**src/rtl/sar_sequencer_if.sv**
```systemverilog
// Result bus from the SAR sequencer to the readout path: FIFO head entry plus valid/ready.
interface sar_sequencer_if #(
    parameter int Ndac = 16
);
    logic [Ndac-1:0] res_data;
    logic [7:0]      res_tag;
    logic            res_valid;
    logic            res_ready;

    modport master (output res_data, res_tag, res_valid, input res_ready);
    modport slave  (input res_data, res_tag, res_valid, output res_ready);
endinterface

```
**src/rtl/sar_sequencer.sv**
```systemverilog
// SAR conversion sequencer: registered clk_init/clk_update strobes, captures the final code into a FWFT FIFO.
// Capture lands 2+Ndac*(SETTLE+1) cycles after start; a full FIFO with no pop drops the code and sets overflow.
module sar_sequencer #(
    parameter int Ndac   = 16,
    parameter int SETTLE = 2,
    parameter int DEPTH  = 4
) (
    input  logic            clk,
    input  logic            rst,
    input  logic            start,
    input  logic            clear_ovf,
    input  logic [Ndac-1:0] dac_state_in,
    output logic            clk_init,
    output logic            clk_update,
    output logic            busy,
    output logic            overflow,
    sar_sequencer_if.master res
);
    localparam int BW = $clog2(Ndac + 1);
    localparam int PW = $clog2(DEPTH);
    localparam int CW = PW + 1;
    localparam int SW = 8;

    typedef enum logic [2:0] {
        S_IDLE,
        S_INIT,
        S_SETTLE,
        S_UPDATE,
        S_CAPTURE
    } state_t;

    typedef struct packed {
        logic [7:0]      tag;
        logic [Ndac-1:0] code;
    } entry_t;

    state_t          state_q, state_d;
    logic [BW-1:0]   bit_cnt_q, bit_cnt_d;
    logic [SW-1:0]   settle_cnt_q, settle_cnt_d;
    logic            clk_init_q, clk_init_d;
    logic            clk_update_q, clk_update_d;
    logic            busy_q, busy_d;
    logic            overflow_q, overflow_d;
    logic [7:0]      tag_q, tag_d;
    logic [PW-1:0]   wr_ptr_q, wr_ptr_d;
    logic [PW-1:0]   rd_ptr_q, rd_ptr_d;
    logic [CW-1:0]   count_q, count_d;
    entry_t          mem_q [DEPTH];
    entry_t          mem_d [DEPTH];

    logic            capture;
    logic            pop;
    logic            push;
    logic            drop;

    // State register
    always_ff @(posedge clk or posedge rst) begin
        if (rst) begin
            state_q <= S_IDLE;
        end else begin
            state_q <= state_d;
        end
    end

    // Next-state logic
    always_comb begin
        state_d = state_q;
        case (state_q)
            S_IDLE:    if (start) state_d = S_INIT;
            S_INIT:    state_d = S_SETTLE;
            S_SETTLE:  if (settle_cnt_q == SW'(SETTLE - 1)) state_d = S_UPDATE;
            S_UPDATE:  state_d = (bit_cnt_q == BW'(Ndac - 1)) ? S_CAPTURE : S_SETTLE;
            S_CAPTURE: state_d = S_IDLE;
            default:   state_d = S_IDLE;
        endcase
    end

    // Strobes are decoded from the next state so the flops show them in the state's own cycle.
    always_comb begin
        clk_init_d   = (state_d == S_INIT);
        clk_update_d = (state_d == S_UPDATE);
        busy_d       = (state_d != S_IDLE);
    end

    always_comb begin
        bit_cnt_d = bit_cnt_q;
        if (state_q == S_INIT) begin
            bit_cnt_d = '0;
        end else if (state_q == S_UPDATE) begin
            bit_cnt_d = bit_cnt_q + BW'(1);
        end

        settle_cnt_d = '0;
        if (state_q == S_SETTLE && settle_cnt_q != SW'(SETTLE - 1)) begin
            settle_cnt_d = settle_cnt_q + SW'(1);
        end
    end

    // A pop in the capture cycle frees the slot, so a full FIFO still takes the new code.
    always_comb begin
        capture = (state_q == S_CAPTURE);
        pop     = (count_q != '0) && res.res_ready;
        push    = capture && ((count_q != CW'(DEPTH)) || pop);
        drop    = capture && !push;

        wr_ptr_d = wr_ptr_q + PW'(push);
        rd_ptr_d = rd_ptr_q + PW'(pop);
        count_d  = count_q + CW'(push) - CW'(pop);
        tag_d    = tag_q + 8'(capture);

        mem_d = mem_q;
        if (push) begin
            mem_d[wr_ptr_q] = '{tag: tag_q, code: dac_state_in};
        end

        overflow_d = overflow_q;
        if (drop) begin
            overflow_d = 1'b1;
        end else if (clear_ovf) begin
            overflow_d = 1'b0;
        end
    end

    always_ff @(posedge clk or posedge rst) begin
        if (rst) begin
            bit_cnt_q    <= '0;
            settle_cnt_q <= '0;
            clk_init_q   <= 1'b0;
            clk_update_q <= 1'b0;
            busy_q       <= 1'b0;
            overflow_q   <= 1'b0;
            tag_q        <= '0;
            wr_ptr_q     <= '0;
            rd_ptr_q     <= '0;
            count_q      <= '0;
            for (int i = 0; i < DEPTH; i++) begin
                mem_q[i] <= '0;
            end
        end else begin
            bit_cnt_q    <= bit_cnt_d;
            settle_cnt_q <= settle_cnt_d;
            clk_init_q   <= clk_init_d;
            clk_update_q <= clk_update_d;
            busy_q       <= busy_d;
            overflow_q   <= overflow_d;
            tag_q        <= tag_d;
            wr_ptr_q     <= wr_ptr_d;
            rd_ptr_q     <= rd_ptr_d;
            count_q      <= count_d;
            mem_q        <= mem_d;
        end
    end

    assign clk_init      = clk_init_q;
    assign clk_update    = clk_update_q;
    assign busy          = busy_q;
    assign overflow      = overflow_q;
    assign res.res_data  = mem_q[rd_ptr_q].code;
    assign res.res_tag   = mem_q[rd_ptr_q].tag;
    assign res.res_valid = (count_q != '0);
endmodule

```
**src/flat_wrapper.sv**
```systemverilog
// flat-port wrapper written by rule: the top's interface ports become plain ports
module sar_sequencer_flat 
#(
    parameter int Ndac   = 16,
    parameter int SETTLE = 2,
    parameter int DEPTH  = 4
)
  (clk, rst, start, clear_ovf, dac_state_in, clk_init, clk_update, busy, overflow, res_res_data, res_res_tag, res_res_valid, res_res_ready);
  sar_sequencer_if #(.Ndac(Ndac)) res_i ();
  input  logic clk;
  input  logic rst;
  input  logic start;
  input  logic clear_ovf;
  input  logic [Ndac-1:0] dac_state_in;
  output logic clk_init;
  output logic clk_update;
  output logic busy;
  output logic overflow;
  output wire logic [$bits(res_i.res_data)-1:0] res_res_data;
  output wire logic [$bits(res_i.res_tag)-1:0] res_res_tag;
  output wire logic [$bits(res_i.res_valid)-1:0] res_res_valid;
  input wire logic [$bits(res_i.res_ready)-1:0] res_res_ready;
  assign res_res_data = res_i.res_data;
  assign res_res_tag = res_i.res_tag;
  assign res_res_valid = res_i.res_valid;
  assign res_i.res_ready = res_res_ready;
  sar_sequencer #(.Ndac(Ndac), .SETTLE(SETTLE), .DEPTH(DEPTH)) u_core (.clk(clk), .rst(rst), .start(start), .clear_ovf(clear_ovf), .dac_state_in(dac_state_in), .clk_init(clk_init), .clk_update(clk_update), .busy(busy), .overflow(overflow), .res(res_i));
endmodule
```
**config.mk**
```make
export PLATFORM = sky130hd
export DESIGN_NAME = sar_sequencer_flat
export DESIGN_NICKNAME = d
export VERILOG_FILES = /design/src/rtl/sar_sequencer_if.sv /design/src/rtl/sar_sequencer.sv /design/src/flat_wrapper.sv
export SDC_FILE = /design/constraint.sdc
export NUM_CORES = 1
export LEC_CHECK = 0
export ABC_AREA = 0
export BUFFER_PORTS_ARGS = -buffer_cell sky130_fd_sc_hd__buf_2
export CELL_PAD_IN_SITES_DETAIL_PLACEMENT = 0
export CELL_PAD_IN_SITES_GLOBAL_PLACEMENT = 1
export CORE_MARGIN = 10
export CORE_UTILIZATION = 50
export DETAILED_ROUTE_END_ITERATION = 12
export MAX_ROUTING_LAYER = met4
export PLACE_DENSITY_LB_ADDON = 0.1
export REMOVE_ABC_BUFFERS = 1
export SLEW_MARGIN = 20
export SYNTH_ARGS = -nofsm -noshare
export SYNTH_HDL_FRONTEND = slang
export SYNTH_SLANG_ARGS = --single-unit
export TNS_END_PERCENT = 50
```
**constraint.sdc**
```tcl
create_clock -name clk -period 5.3 [get_ports clk]
set_input_delay 1.06 -clock clk [delete_from_list [all_inputs] [get_ports clk]]
set_output_delay 1.06 -clock clk [all_outputs]
set_load 0.01 [all_outputs]
```
==> qor.yml <==
clk_latency_ns: 0.42
clock_transition_time_at_the_flip_flop_clock_pins_of_the_worst_setup_and_hold_paths_ns: 0.05
worstHoldPathType: "reg -> reg"
hpwlAfterDp_um: 6720
postSynthCellCount: 375
cts_root_buffer: "sky130_fd_sc_hd__clkbuf_16"
worst_clock_skew_ns: 0.00750
power_switching_uw: 795
switching_share: 0.257
final_cell_area_sq_um: 6890
run_status: "finished, final reports clean"
setup_repair_after_global_routing_missed_its_margin: "no"
gr-total-overflow: 0
final_min_period_over_clock_period: 0.613
grt_max_degree: 79
cts_hold_repair.buffers: 0
post_cts.repair.setup_buffers: 0
combPwrFrac: 0.176
design.core.area_sq_um: 11400
cts_max_level: 4
io_buffer_count: 49
place_congestion: 0.709
total_number_of_vias: 3239
seqPwrFrac: 0.390
fp.dieArea_sq_um: 16400
cp.arrival_ns: 2.19
diodes: 0
post-route-min-period_ns: 3.25
clock_tree.buffer_depth: 2
pwr_density_cell_nw_per_um2: 449
x_dimension_of_the_die_um: 128
critical_path.endpoint_type: "primary output"
ys_seq_area_frac: 0.561
synth_enable_flop_cells: 0
share_of_post_route_cells_with_drive_strength_above_1: 0.483
cts.sinks: 131
slew-limit-headroom: 0.350
grt_pass1_wl_um: 18600
async_reset_ff_frac: 1.00
worstSetupPathType: "reg -> out"
vdd.ir_drop.worst_uv: 310
final_antenna_net_count: 0
die_h_um: 128
ys_dominant_reg_cell: "sky130_fd_sc_hd__dfrtp_1"
yosysTopAreaCell: "sky130_fd_sc_hd__dfrtp_1"
power.clock.fraction: 0.434
place_area_sq_um: 6200
setup_viol: 0
ioPinCount: 50
tritoncts: "done"
maxClockFrequency_ghz: 0.308
route.detailed.drc: 0
p_leak_nw: 3.36
finalWirelength_um: 11000
finalNetCount: 462
worst_slew_pin_slew_ns: 0.975
dpl.cell_count: 554
netlist_area_sq_um: 5840
syn_avg_cell_area_sq_um: 15.6
post_drt_via_cell_ratio: 5.53
grt.total_usage: 0.150
synth_largest_type_area_fraction: 0.561
placementRows: 39
first_global_vias: 3471
worst-path-max-fanout: 25
synth.distinct_cells: 40
cap_violations: 0
number_of_antenna_violations_at_the_first_check_in_global_routing: 0
hold_viol_final: 0
final_core_util: 0.603
initial_core_util: 0.512
initialDrtViolationCount: 112
internal_power_mw: 2.30
critical_path_required_ns: 4.24
synth-seq-cells: 131
yosys_warnings: 0
timing.final.max_slew_violations: 0
critPathLaunchType: "flip-flop"
cts_repair_resize_count: 0
fin_tns_setup_ns: 0
tritoncts.num_buffers: 17
areaGrowthSynthToFinish_pct: 17.8
synth_area_leaders: "sky130_fd_sc_hd__dfrtp_1 (56%), sky130_fd_sc_hd__mux2_2 (15%), sky130_fd_sc_hd__mux4_2 (9.2%)"
drt_pass1_iterations: 4
avgRoutedWirePerCell_um: 18.8
layout.cells.non_filler: 586
==> metrics by stage <==
stage	hold WS, ns	worst slack, ns	total power, mW
floorplan	0.452	0.742	1.58
global placement	0.454	2.17	1.77
detailed placement	0.456	2.12	1.78
CTS	0.467	1.98	3.14
global route	0.478	1.92	3.25
finish	0.469	2.05	3.10
==> cell type report <==
type	count	area, sq um
multi-input cells	214	2400
clock inverters	9	198
inverters	10	40.0
well taps	143	179
repair buffers	56	298
flip-flops and latches	131	3280
clock buffers	23	488
fillers	921	4530
==> power by group through the flow <==
stage	Combinational, mW	Sequential [mW]	Clock [mW]
3_5_place_dp	0.556	1.23	0
3_3_place_gp	0.547	1.22	0
5_1_grt	0.604	1.23	1.42
6_report	0.544	1.21	1.34
2_1_floorplan	0.367	1.21	0
4_1_cts	0.557	1.21	1.38
==> critical path: stages, from the launching register on <==
cell	delay [ns]
sky130_fd_sc_hd__dfrtp_2	0.97
sky130_fd_sc_hd__mux4_2	0.63
sky130_fd_sc_hd__buf_2	0.16
==> layout by cell type, fill, tap and decap left out, types with 6 or more instances in the layout <==
cell / n
sky130_fd_sc_hd__clkbuf_16: 17
sky130_fd_sc_hd__mux2_2: 76
sky130_fd_sc_hd__nand3_1: 8
sky130_fd_sc_hd__nand2_1: 9
sky130_fd_sc_hd__ha_1: 10
sky130_fd_sc_hd__dfrtp_1: 130
sky130_fd_sc_hd__inv_1: 9
sky130_fd_sc_hd__buf_4: 7
sky130_fd_sc_hd__xnor2_1: 7
sky130_fd_sc_hd__bufinv_16: 6
sky130_fd_sc_hd__xor2_1: 6
sky130_fd_sc_hd__mux2_4: 20
sky130_fd_sc_hd__nor2_1: 8
sky130_fd_sc_hd__o21ai_0: 7
sky130_fd_sc_hd__buf_2: 49
sky130_fd_sc_hd__mux4_2: 24
==> cell usage after synthesis (4+ instances only) <==
cell                       instances
sky130_fd_sc_hd__buf_2             4
sky130_fd_sc_hd__a21oi_1           4
sky130_fd_sc_hd__nor2_1            8
sky130_fd_sc_hd__mux2_2           76
sky130_fd_sc_hd__nand3_1           8
sky130_fd_sc_hd__nand2_1           9
sky130_fd_sc_hd__mux2_4           20
sky130_fd_sc_hd__xnor2_1           7
sky130_fd_sc_hd__mux4_2           24
sky130_fd_sc_hd__and3_1            4
sky130_fd_sc_hd__ha_1             10
sky130_fd_sc_hd__clkbuf_1          6
sky130_fd_sc_hd__dfrtp_1         131
sky130_fd_sc_hd__xor2_1            6
sky130_fd_sc_hd__or3_1             4
sky130_fd_sc_hd__inv_1            10
sky130_fd_sc_hd__o21ai_0           7
==> state kept, by name, indices dropped and copies added (netlist names) <==
name	cells
u_core.count_q	3
u_core.mem_q	96
u_core.busy	1
u_core.bit_cnt_q	5
u_core.settle_cnt_q	8
u_core.clk_update	1
u_core.wr_ptr_q	2
u_core.tag_q	8
u_core.clk_init	1
u_core.rd_ptr_q	2
u_core.overflow	1
u_core.state_q	3
==> path summary, 6_finish.rpt <==
check,startpoint,endpoint,slack (ns),depth (start not counted)
setup reg to reg,u_core.count_q[1],u_core.mem_q[86],2.87,4
hold / removal,u_core.rd_ptr_q[1],u_core.rd_ptr_q[1],0.47,1
hold reg to reg,u_core.rd_ptr_q[1],u_core.rd_ptr_q[1],0.47,1
setup / recovery,u_core.rd_ptr_q[0],res_res_data[6],2.05,2
min in group asynchronous,rst,u_core.mem_q[68],0.87,2
max in group asynchronous,rst,u_core.mem_q[27],3.49,3
==> cells by family after synthesis <==
family	share of synthesized area
fa+ha+maj	0.0248
compound gates	0.0141
flops	0.561
buf+inv	0.0302
simple gates	0.0582
mux	0.292
xor+xnor	0.0195
==> per-layer routing <==
metal,up-vias,part of all wire,routed length [um],track usage
li1,1472,-,-,-
met1,1693,0.44,4840,0.179
met2,58,0.49,5400,0.226
met3,16,0.056,616,0.0587
met4,0,0.015,161,0.0536
met5,-,0,0,-
Note: power is estimated with default switching activity, not from simulation.
